==> src/rtl/sub_div_if.sv <==
// sub_div_if: start/done handshake, sub_op operand/result bus and divide results.
interface sub_div_if #(
    parameter int WA = 4,
    parameter int WB = 2
);
    logic          start;
    logic [WA-1:0] a_in;
    logic [WB-1:0] b_in;
    logic [WA-1:0] sub_a;
    logic [WB-1:0] sub_b;
    logic [WA-1:0] sub_y;
    logic          sub_c;
    logic          busy;
    logic          done;
    logic [WA-1:0] quotient;
    logic [WA-1:0] remainder;
    logic          div_zero;
    modport slave (
        input  start, a_in, b_in, sub_y, sub_c,
        output sub_a, sub_b, busy, done, quotient, remainder, div_zero
    );
    modport master (
        output start, a_in, b_in, sub_y, sub_c,
        input  sub_a, sub_b, busy, done, quotient, remainder, div_zero
    );
endinterface

==> src/rtl/sub_div_ctrl.sv <==
// sub_div_ctrl: unsigned A/B by repeated subtraction on a shared external subtractor.
module sub_div_ctrl #(
    parameter int WA = 4,
    parameter int WB = 2
) (
    input  logic        clk,
    input  logic        rst,
    sub_div_if.slave    bus
);
    typedef enum logic [1:0] {IDLE, SUB, DONE} state_t;
    state_t        state, state_d;
    logic [WA-1:0] rem_r, quo_r, quotient, remainder;
    logic [WB-1:0] div_r;
    logic          div_zero;
    always_ff @(posedge clk) begin
        if (rst) state <= IDLE;
        else     state <= state_d;
    end
    always_comb begin
        state_d = state;
        if (state == IDLE && bus.start) state_d = (bus.b_in == '0) ? DONE : SUB;
        else if (state == SUB && !bus.sub_c) state_d = DONE;
        else if (state == DONE) state_d = IDLE;
    end
    always_ff @(posedge clk) begin
        if (rst) begin
            rem_r     <= '0;
            div_r     <= '0;
            quo_r     <= '0;
            quotient  <= '0;
            remainder <= '0;
            div_zero  <= 1'b0;
        end else if (state == IDLE && bus.start) begin
            rem_r    <= bus.a_in;
            div_r    <= bus.b_in;
            quo_r    <= '0;
            div_zero <= (bus.b_in == '0);
            if (bus.b_in == '0) begin
                quotient  <= '1;
                remainder <= bus.a_in;
            end
        end else if (state == SUB) begin
            if (bus.sub_c) begin
                rem_r <= bus.sub_y;
                quo_r <= quo_r + 1'b1;
            end else begin
                quotient  <= quo_r;
                remainder <= rem_r;
            end
        end
    end
    assign bus.sub_a     = (state == SUB) ? rem_r : '0;
    assign bus.sub_b     = (state == SUB) ? div_r : '0;
    assign bus.busy      = (state == SUB);
    assign bus.done      = (state == DONE);
    assign bus.quotient  = quotient;
    assign bus.remainder = remainder;
    assign bus.div_zero  = div_zero;
endmodule
==> src/flat_wrapper.sv <==
// flat-port wrapper written by rule: the top's interface ports become plain ports
module sub_div_ctrl_flat 
#(
    parameter int WA = 4,
    parameter int WB = 2
)
  (clk, rst, bus_start, bus_a_in, bus_b_in, bus_sub_y, bus_sub_c, bus_sub_a, bus_sub_b, bus_busy, bus_done, bus_quotient, bus_remainder, bus_div_zero);
  sub_div_if #(.WA(WA), .WB(WB)) bus_i ();
  input  logic clk;
  input  logic rst;
  input wire logic [$bits(bus_i.start)-1:0] bus_start;
  input wire logic [$bits(bus_i.a_in)-1:0] bus_a_in;
  input wire logic [$bits(bus_i.b_in)-1:0] bus_b_in;
  input wire logic [$bits(bus_i.sub_y)-1:0] bus_sub_y;
  input wire logic [$bits(bus_i.sub_c)-1:0] bus_sub_c;
  output wire logic [$bits(bus_i.sub_a)-1:0] bus_sub_a;
  output wire logic [$bits(bus_i.sub_b)-1:0] bus_sub_b;
  output wire logic [$bits(bus_i.busy)-1:0] bus_busy;
  output wire logic [$bits(bus_i.done)-1:0] bus_done;
  output wire logic [$bits(bus_i.quotient)-1:0] bus_quotient;
  output wire logic [$bits(bus_i.remainder)-1:0] bus_remainder;
  output wire logic [$bits(bus_i.div_zero)-1:0] bus_div_zero;
  assign bus_i.start = bus_start;
  assign bus_i.a_in = bus_a_in;
  assign bus_i.b_in = bus_b_in;
  assign bus_i.sub_y = bus_sub_y;
  assign bus_i.sub_c = bus_sub_c;
  assign bus_sub_a = bus_i.sub_a;
  assign bus_sub_b = bus_i.sub_b;
  assign bus_busy = bus_i.busy;
  assign bus_done = bus_i.done;
  assign bus_quotient = bus_i.quotient;
  assign bus_remainder = bus_i.remainder;
  assign bus_div_zero = bus_i.div_zero;
  sub_div_ctrl #(.WA(WA), .WB(WB)) u_core (.clk(clk), .rst(rst), .bus(bus_i));
endmodule
==> config.mk <==
export PLATFORM = sky130hd
export DESIGN_NAME = sub_div_ctrl_flat
export DESIGN_NICKNAME = d
export VERILOG_FILES = /design/src/rtl/sub_div_if.sv /design/src/rtl/sub_div_ctrl.sv /design/src/flat_wrapper.sv
export SDC_FILE = /design/constraint.sdc
export NUM_CORES = 1
export LEC_CHECK = 0
export CAP_MARGIN = 30
export CORE_MARGIN = 5
export CORE_UTILIZATION = 40
export DETAILED_ROUTE_END_ITERATION = 12
export GPL_TIMING_DRIVEN = 1
export HOLD_SLACK_MARGIN = 0.08
export PLACE_DENSITY = 0.82
export RECOVER_POWER = 50
export SLEW_MARGIN = 20
export SYNTH_ARGS = -nofsm -noshare
export SYNTH_HDL_FRONTEND = slang
export SYNTH_SLANG_ARGS = --single-unit
==> constraint.sdc <==
create_clock -name clk -period 1.45 [get_ports clk]
set_clock_uncertainty 0.05 [all_clocks]
set_input_delay 0.145 -clock clk [delete_from_list [all_inputs] [get_ports clk]]
set_output_delay 0.145 -clock clk [all_outputs]
set_load 0.005 [all_outputs]
==> flow_summary_export.csv, run 1 <==
group,metric,value,unit
outcome,status,"finished with violations",
outcome,violations,"setup timing",
placement,dp_slack,-380,ps
route,drt_iter0_drc,39,
route,drt_wl_total,3.10,mm
worst_setup_path,r2r-start,"u_core.state[0]$_SDFFE_PP0P_",
synth,syn_nets,115,
hold_path,min_path_cells,2,
synth,yosys.area_share.xor_xnor,1.77,%
finish,design_area,1630,um2
cts,h-tree-depth,1,
finish,area_growth,64.7,%
die,die-area,3570,um2
sta,finalSetupTns,-1910,ps
cts,clkSinkCount,21,
synth,synth_area_leaders,"dfxtp_1 42%, a221oi_2 6.1%, mux2i_1 5.1%",
worst_setup_path,critPathLaunchType,"register",
synth,synth.mux.area_fraction,5.06,%
synth,synth_flop_cell,"dfxtp_1",
die,pin_count,31,
route,postRouteAntennaNets,0,
flow_run,maxCapViolations,0,
global_route,track_usage,16.1,%
synth,ys_warn_count,0,
synth,synth.largest_area_cell,"dfxtp_1",
sta,report.final.setup_viol,24,
worst_setup_path,r2r_cells,4,
global_route,grt_overflow,0,
global_route,antenna_found_initial,0,
cts,clkLatencyLatePin,310,ps
finish,multi_input_area,591,um2
worst_setup_path,endpoint_kind,"register",
finish,seq_area,424,um2
sta,drv_slew,0,
synth,post_synth_instance_area,990,um2
synth,ys_types,32,
cts,cts.clk_slew.worst_paths,110,ps
synth,synth_cells,100,
cts,tritoncts,"built",
worst_setup_path,crit_family,"simple AND/OR/NAND/NOR gates",
sta,fmax,0.621,GHz
hold_path,hold_path_class,"input port to register",
synth,synth_simple_gate_area_share,22.1,%
sta,rsz0062_at_grt,"yes",
global_route,grt_pass1_vias,991,
worst_setup_path,crit_fanout,5,
finish,diodes,0,
route,vias,1006,
hold_path,hold_start,"rst",
synth,synth_compound_area_share,21.9,%
sta,fin_crit,1610,ps
worst_setup_path,path_buf_inv,1,
power_and_ir_drop,power.density,862,nW/um2
die,initial_core_util,40.7,%
worst_setup_path,critPathMaxStageDelay,390,ps
power_and_ir_drop,power_leakage,0.658,nW
placement,io_buffers,30,
cts,cts_buffer_depth,2,
synth,ys_top_cells_by_count,"21 x dfxtp_1, 8 x a21oi_1, 7 x and2_1",
worst_setup_path,critPathSlowestCell,"or3b_4",
worst_setup_path,critPathRequiredTime,1640,ps
sta,worstMarginPinSlew,207,ps
sta,relSlewSlack,85.8,%
power_and_ir_drop,ir_worst_vdd,449,uV
sta,finalHoldViolations,0,
synth,synth_adder_area_share,1.26,%
synth,synth_top_family_by_area,"simple AND/OR/NAND/NOR gates",
placement,dp_hpwl,1.97,mm
cts,root_buffer,"clkbuf_4",
finish,fillers,167,
global_route,grt_max_degree,16,
synth,syn_area_per_cell,9.90,um2
finish,finish.utilization,67.0,%
worst_setup_path,critical_path.startpoint,"u_core.state[0]$_SDFFE_PP0P_",
placement,globalplace.congestion,0.852,
die,die_x,59.7,um
worst_setup_path,crit_arrival,1800,ps
finish,drive_above_1_share,43.2,%
cts,cts_made_buffers,3,
route,wire_per_inst,16.8,um
synth,ys_ff_latch,21,
hold_path,hold_end,"u_core.quo_r[3]$_SDFFE_PP0P_",
synth,ys_async_sr_fraction,0,%
route,viasPerCell,5.44,
finish,nets,171,
die,core_area,2430,um2
global_route,grt_pass1_wl,4.40,mm
worst_setup_path,reg2reg_to,"u_core.bus.remainder[0]$_SDFFE_PP0P_",
sta,worst_slack,-159,ps
route,drc_errors,0,
worst_setup_path,path_class,"register to register",
synth,synth_edf_count,0,
synth,synth_top_area_share,42.5,%
die,rows,18,
placement,placed_cell_area,1410,um2
die,dieHeight,59.7,um
synth,yosysMostFrequentCell,"dfxtp_1",
synth,yosysSeqAreaShare,42.5,%
worst_setup_path,rrSetupSlack,-160,ps
route,drt_first_pass_iters,4,
sta,period_share,111,%
worst_setup_path,crit_chain,"buf_6, or3b_4, or3_4, a221oi_2",
[layout by cell type, fill, tap and decap left out, types with 2 or more instances in the layout]
cell / count
a21oi_1: 7
a221oi_2: 4
a32oi_1: 2
a32oi_2: 2
and2_1: 3
and2_4: 4
buf_4: 18
buf_6: 15
clkbuf_2: 4
clkbuf_4: 3
clkdlybuf4s50_1: 22
dfxtp_1: 18
dfxtp_2: 3
inv_1: 2
mux2i_1: 5
nand2_1: 5
nand3_1: 5
nor2_1: 5
nor3_1: 3
o221a_4: 3
xor2_1: 2
[layout make-up]
cell class                 count  share of cell area (%)
tap                           30                    2.30
inverter                       2                   0.460
multi-input combinational     69                    36.2
sequential                    21                    26.0
timing repair buffer          59                    33.4
clock buffer                   4                    1.61
[state kept, by name, summed over array words and instances (netlist names)]
name and count:
u_core.bus.div_zero 1, u_core.rem_r 4, u_core.div_r 2, u_core.state 2, u_core.bus.remainder 4, u_core.quo_r 4, u_core.bus.quotient 4
[logic make-up after synthesis]
family | Yosys count
and+or+nand+nor | 37
AOI/OAI and AO/OA | 24
xor gates and xnor gates | 2
muxes | 5
DFF | 21
buffers and inverters | 10
adders and majority gates | 1
[layer usage]
layer  routed length [um]  up-vias  track usage (%)  share of wire, %
li1                     -      476                -                 -
met2                 1540       45             29.3                49
met3                  193        5             1.51               6.2
met1                 1340      480             19.4                43
met4                   36        0             5.70               1.2
met5                    0        -                0                 0
[worst max path at each step]
| stage | cells after the start | slack [ps] | endpoint |
|---|---|---|---|
| 6_report | 4 | -160 | u_core.bus.remainder[0]$_SDFFE_PP0P_ |
| 2_1_floorplan | 5 | -170 | u_core.bus.remainder[0]$_SDFFE_PP0P_ |
| 3_3_place_gp | 4 | -340 | u_core.bus.quotient[0]$_SDFFE_PP0P_ |
| 4_1_cts | 5 | -200 | bus_sub_b[0] |
| 3_5_place_dp | 4 | -380 | u_core.bus.quotient[2]$_SDFFE_PP0P_ |
| 5_1_grt | 5 | -210 | bus_sub_b[0] |
[power by group]
part / internal [mW] / switching, mW
clock: 0.108 / 0.184
combinational: 0.271 / 0.190
sequential: 0.622 / 0.0313
[per-stage QoR]
stage          hold slack (ps)  cells  total power [mW]
5_1_grt                    371    185              1.47
2_1_floorplan              231    100             0.833
3_5_place_dp               396    169              1.01
3_3_place_gp               392    169             0.998
6_report                   383    185              1.41
4_1_cts                    392    184              1.33
[what timing repair did]
| action | 4_1_cts | 5_1_grt |
|---|---|---|
| pin swaps | 6 | 7 |
| hold endpoints to repair | 0 | 0 |
| cloned | 0 | 0 |
| hold buffers | 0 | 0 |
| setup endpoints to repair | 18 | 26 |
| buffers inserted | 11 | 3 |
| resized for setup | 32 | 31 |
Power figures use the tool's default switching activity.
==> inputs of run 2 (changes only) <==
--- a/config.mk
+++ b/config.mk
@@ -6,8 +6,9 @@
 export NUM_CORES = 1
 export LEC_CHECK = 0
 export CAP_MARGIN = 30
-export CORE_MARGIN = 5
+export CORE_MARGIN = 10
 export CORE_UTILIZATION = 40
+export CTS_CLUSTER_SIZE = 16
 export DETAILED_ROUTE_END_ITERATION = 12
 export GPL_TIMING_DRIVEN = 1
 export HOLD_SLACK_MARGIN = 0.08
==> run 2 against run 1 <==
Compared with the run above: the run still ends with setup timing left; maximum frequency fell by 1.1%; core utilization grew 0.37 points; global-route usage fell by 3.6 points; setup slack lost 18 ps; critical path type unchanged; critical endpoint is now u_core.bus.remainder[1]$_SDFFE_PP0P_.
==> flow_summary_export.csv, run 2 (synthesized netlist as in run 1, its figures left out) <==
group,metric,value,unit
die,die-area,4860,um2
finish,finish.utilization,67.4,%
outcome,status,"finished with violations",
global_route,grt_pass1_wl,5.09,mm
route,drt_first_pass_iters,4,
worst_setup_path,critPathRequiredTime,1610,ps
worst_setup_path,crit_arrival,1790,ps
global_route,track_usage,12.5,%
power_and_ir_drop,ir_worst_vdd,776,uV
finish,final_cell_mix,"22 x clkdlybuf4s50_1, 21 x buf_4, 19 x dfxtp_1",
worst_setup_path,r2r_cells,4,
cts,clkLatencyLatePin,300,ps
cts,clkSinkCount,21,
global_route,grtUsageMet3,4.28,%
cts,root_buffer,"clkbuf_4",
sta,period_share,112,%
global_route,antenna_found_initial,0,
worst_setup_path,endpoint_kind,"register",
hold_path,hold_start,"u_core.div_r[0]$_SDFFE_PP0P_",
worst_setup_path,reg2reg_to,"u_core.bus.remainder[1]$_SDFFE_PP0P_",
route,viasPerCell,5.26,
sta,finalHoldViolations,0,
die,rows,17,
die,core_area,2280,um2
finish,nets,170,
sta,hold_slack,424,ps
global_route,grtUsageMet1,13.1,%
power_and_ir_drop,power.density,875,nW/um2
power_and_ir_drop,internal_power,0.964,mW
route,vias,958,
finish,seq_area,423,um2
die,die_x,69.7,um
die,dieHeight,69.7,um
worst_setup_path,path_class,"register to register",
global_route,top_usage_layer,"met2",
worst_setup_path,r2r-start,"u_core.state[1]$_SDFFE_PP0P_",
power_and_ir_drop,combPwrFrac,30.4,%
worst_setup_path,crit_fanout,5,
hold_path,hold_end,"u_core.div_r[0]$_SDFFE_PP0P_",
sta,relSlewSlack,79.4,%
sta,fin_crit,1630,ps
sta,rsz0062_at_grt,"yes",
placement,globalplace.congestion,0.848,
route,drt_iter0_drc,33,
sta,fmax,0.614,GHz
finish,multi_input_area,532,um2
cts,cts_buffer_depth,2,
die,pin_count,31,
hold_path,min_path_cells,2,
cts,tritoncts,"built",
worst_setup_path,rrSetupSlack,-180,ps
power_and_ir_drop,power_leakage,0.636,nW
sta,report.final.setup_viol,15,
outcome,violations,"setup timing",
finish,area_growth,55.0,%
finish,fillers,163,
cts,cts.clk_slew.worst_paths,120,ps
power_and_ir_drop,clockPowerShare,20.9,%
power_and_ir_drop,swShare,28.2,%
hold_path,hold_path_class,"register to register",
global_route,grt_overflow,0,
global_route,met2_usage,21.6,%
worst_setup_path,critPathLaunchType,"register",
finish,diodes,0,
placement,dp_hpwl,2.18,mm
route,postRouteAntennaNets,0,
finish,drive_above_1_share,36.4,%
die,initial_core_util,43.5,%
route,wire_per_inst,16.7,um
sta,worstMarginPinSlew,300,ps
cts,h-tree-depth,1,
flow_run,maxCapViolations,0,
sta,drv_slew,0,
power_and_ir_drop,power_frac_seq,48.7,%
placement,io_buffers,30,
finish,layout_commonest_cell,"clkdlybuf4s50_1",
sta,worst_slack,-177,ps
global_route,grt_pass1_vias,1063,
route,drc_errors,0,
route,drt_wl_total,3.04,mm
cts,cts_made_buffers,3,
global_route,grt_max_degree,13,
power_and_ir_drop,p_sw,0.378,mW
## run 2: cell types whose count changed in the layout (fill, tap and decap cells not counted), sizes merged
cell | previous run | this run
and2b | 1 | 2
clkinv | 0 | 1
dlygate4sd2 | 0 | 1
clkdlybuf4s15 | 0 | 1
buf | 33 | 32
clkbuf | 8 | 4
## run 2: critical path, cell delays in order, from the launching register on
cell	delay, ps
dfxtp_2	360
buf_6	110
or3b_1	360
or3_4	390
a221oi_2	260
## run 2: layout make-up
type,count,share of cell area [%]
multi-input combinational,70,34.7
timing repair buffer,57,33.2
sequential,21,27.6
tap,28,2.28
clock buffer,3,1.47
inverter,2,0.489
clock inverter,1,0.326
## run 2: routing by layer
layer / wire [um] / vias to the layer above
li1: - / 473
met5: 0 / -
met2: 1520 / 21
met1: 1280 / 458
met4: 59 / 0
met3: 181 / 6
## run 2: worst max path at each step
stage / from / endpoint / slack (ps) / depth (start not counted)
2_1_floorplan: u_core.state[1]$_SDFFE_PP0P_ / u_core.bus.remainder[0]$_SDFFE_PP0P_ / -170 / 5
6_report: u_core.state[1]$_SDFFE_PP0P_ / u_core.bus.remainder[1]$_SDFFE_PP0P_ / -180 / 4
3_5_place_dp: bus_start / u_core.bus.remainder[1]$_SDFFE_PP0P_ / -410 / 4
4_1_cts: u_core.state[1]$_SDFFE_PP0P_ / u_core.bus.remainder[1]$_SDFFE_PP0P_ / -170 / 4
5_1_grt: u_core.state[1]$_SDFFE_PP0P_ / u_core.bus.remainder[1]$_SDFFE_PP0P_ / -210 / 4
3_3_place_gp: bus_start / u_core.bus.quotient[0]$_SDFFE_PP0P_ / -350 / 4
## run 2: timing repair
action	4_1_cts	5_1_grt
buffers inserted	9	0
hold buffers	0	0
gates resized for setup	38	3
cloned	1	0
pin swaps	8	0
setup endpoints to repair	16	21
endpoints found under the hold margin	0	0
## run 2: power groups by stage
stage | combinational (mW) | sequential [mW] | clock (mW)
3_5_place_dp | 0.354 | 0.662 | 0
3_3_place_gp | 0.343 | 0.661 | 0
4_1_cts | 0.408 | 0.653 | 0.278
2_1_floorplan | 0.176 | 0.656 | 0
6_report | 0.408 | 0.654 | 0.280
5_1_grt | 0.439 | 0.659 | 0.308
## run 2: through the flow
stage	power [mW]	setup TNS (ps)	std cells	setup WS (ps)	cell area, um2
after CTS	1.34	-681	182	-171	1540
after global placement	1.00	-4520	168	-349	1420
after detailed placement	1.02	-5160	168	-407	1420
after global routing	1.41	-2000	182	-211	1530
after floorplan	0.833	-984	100	-170	1000
final	1.34	-1020	182	-177	1530
==> inputs of run 3 (changes only) <==
--- a/config.mk
+++ b/config.mk
@@ -7,14 +7,16 @@
 export LEC_CHECK = 0
 export CAP_MARGIN = 30
 export CORE_MARGIN = 10
-export CORE_UTILIZATION = 40
+export CORE_UTILIZATION = 45
 export CTS_CLUSTER_SIZE = 16
 export DETAILED_ROUTE_END_ITERATION = 12
 export GPL_TIMING_DRIVEN = 1
 export HOLD_SLACK_MARGIN = 0.08
-export PLACE_DENSITY = 0.82
+export PLACE_DENSITY = 0.87
 export RECOVER_POWER = 50
+export REMOVE_ABC_BUFFERS = 1
 export SLEW_MARGIN = 20
 export SYNTH_ARGS = -nofsm -noshare
 export SYNTH_HDL_FRONTEND = slang
 export SYNTH_SLANG_ARGS = --single-unit
+export TNS_END_PERCENT = 5
==> constraint.sdc (replaced) <==
create_clock -name clk -period 1.8 [get_ports clk]
set_clock_uncertainty 0.05 [all_clocks]
set_input_delay 0.18 -clock clk [delete_from_list [all_inputs] [get_ports clk]]
set_output_delay 0.18 -clock clk [all_outputs]
set_load 0.005 [all_outputs]
==> run 3 against run 2 <==
Compared with the run above: the flow now finishes without violations; combinational power down 30%; global-route usage down 0.11 points; routed wire length shrank 2.4%; critical endpoint is now bus_sub_a[0].
==> flow_summary_export.csv, run 3 (synthesized netlist as in run 1, its figures left out) <==
group,metric,value,unit
global_route,antenna_found_initial,0,
sta,period_share,93.1,%
worst_setup_path,path_buf_inv,2,
route,viasPerCell,5.54,
power_and_ir_drop,clockPowerShare,21.4,%
placement,io_buffers,30,
placement,placed_cell_area,1390,um2
route,vias,947,
global_route,grt_pass1_wl,4.42,mm
finish,final_cell_mix,"20 x dfxtp_1, 14 x clkdlybuf4s50_1, 13 x buf_4",
route,drc_errors,0,
power_and_ir_drop,combPwrFrac,27.6,%
sta,finalHoldViolations,0,
placement,globalplace.congestion,0.785,
global_route,grt_max_degree,12,
sta,relSlewSlack,77.4,%
sta,report.final.setup_viol,0,
die,dieHeight,66.9,um
finish,multi_input_area,522,um2
sta,finalSetupTns,0,ps
worst_setup_path,path_class,"register to primary output",
die,pin_count,31,
outcome,status,"finished clean",
finish,seq_area,424,um2
hold_path,hold_path_class,"register to register",
finish,layout_commonest_cell,"dfxtp_1",
worst_setup_path,crit_family,"flip-flops",
power_and_ir_drop,p_sw,0.286,mW
route,drt_wl_total,2.97,mm
power_and_ir_drop,power_frac_seq,51.0,%
flow_run,maxCapViolations,0,
die,die_x,66.9,um
global_route,grt_pass1_vias,923,
sta,worstMarginPinSlew,339,ps
die,rows,16,
finish,fillers,151,
worst_setup_path,critPathLaunchType,"register",
finish,nets,160,
finish,area_growth,46.5,%
cts,h-tree-depth,1,
power_and_ir_drop,power.density,709,nW/um2
cts,cts_buffer_depth,2,
cts,tritoncts,"built",
worst_setup_path,crit_cells,4,
sta,hold_slack,423,ps
sta,drv_slew,0,
finish,diodes,0,
die,die-area,4470,um2
worst_setup_path,endpoint_kind,"primary output",
placement,dp_hpwl,2.19,mm
sta,fin_crit,1680,ps
cts,hold_buffers,0,
sta,fmax,0.597,GHz
route,wire_per_inst,17.4,um
die,initial_core_util,48.9,%
worst_setup_path,crit_arrival,1450,ps
route,drt_first_pass_iters,4,
sta,rsz0062_at_grt,"no",
cts,cts_made_buffers,3,
power_and_ir_drop,power_leakage,0.647,nW
sta,worst_slack,125,ps
global_route,track_usage,12.3,%
worst_setup_path,critPathRequiredTime,1570,ps
route,postRouteAntennaNets,0,
cts,root_buffer,"clkbuf_4",
cts,clkLatencyLatePin,300,ps
finish,drive_above_1_share,20.8,%
die,core_area,2020,um2
worst_setup_path,crit_fanout,5,
placement,dp_slack,-38.1,ps
cts,cts.clk_slew.worst_paths,110,ps
worst_setup_path,r2r_cells,4,
power_and_ir_drop,ir_worst_vdd,507,uV
worst_setup_path,critPathMaxStageDelay,390,ps
worst_setup_path,critPathSlowestCell,"dfxtp_1",
global_route,grt_overflow,0,
power_and_ir_drop,swShare,27.8,%
cts,clkSinkCount,21,
power_and_ir_drop,internal_power,0.742,mW
hold_path,min_path_cells,2,
worst_setup_path,crit_chain,"and2b_4, buf_4, and2_1, dlygate4sd2_1",
finish,design_area,1450,um2
route,drt_iter0_drc,81,
## run 3: timing repair
| item | 4_1_cts | 5_1_grt |
|---|---|---|
| resized for setup | 7 | 6 |
| cloned | 1 | 0 |
| pin swaps | 0 | 0 |
| endpoints found under the setup margin | 7 | 5 |
| setup buffers | 1 | 3 |
## run 3: cell type report
cell class,count,share of cell area (%)
inverter,2,0.518
multi-input combinational,70,36.0
sequential,21,29.2
timing repair buffer,47,30.1
tap,27,2.33
clock buffer,4,1.81
## run 3: power groups by stage
stage | registers [mW] | logic, mW | clock network [mW]
after floorplan | 0.535 | 0.111 | 0
after global placement | 0.530 | 0.270 | 0
after detailed placement | 0.533 | 0.280 | 0
after CTS | 0.525 | 0.289 | 0.225
after global routing | 0.530 | 0.304 | 0.240
final | 0.524 | 0.284 | 0.220
## run 3: path summary, 6_finish.rpt
| kind | to | from | slack, ps |
|---|---|---|---|
| max | bus_sub_a[0] | u_core.state[1]$_SDFFE_PP0P_ | 120 |
| min | u_core.div_r[1]$_SDFFE_PP0P_ | u_core.div_r[1]$_SDFFE_PP0P_ | 420 |
| max reg2reg | u_core.bus.remainder[1]$_SDFFE_PP0P_ | u_core.state[1]$_SDFFE_PP0P_ | 140 |
| min reg2reg | u_core.div_r[1]$_SDFFE_PP0P_ | u_core.div_r[1]$_SDFFE_PP0P_ | 420 |
## run 3: metrics by stage
step           power [mW]  util [%]  cells
3_5_place_dp        0.812      68.6    162
6_report             1.03      71.7    171
5_1_grt              1.07      71.7    171
3_3_place_gp        0.800      68.6    162
4_1_cts              1.04      70.9    168
2_1_floorplan       0.646         -     92
## run 3: worst register-to-register path, stage by stage, from the launching register on
cell	delay (ps)
dfxtp_1	350
buf_4	170
or3b_1	380
or3_4	390
a221oi_2	240
## run 3: metal layers
| metal | part of all wire (%) | global-route usage (%) | up-vias |
|---|---|---|---|
| met5 | 0 | 0 | - |
| met2 | 53 | 21.1 | 31 |
| met3 | 5.1 | 2.51 | 0 |
| li1 | - | - | 458 |
| met1 | 42 | 15.0 | 458 |
| met4 | 0 | 3.85 | 0 |
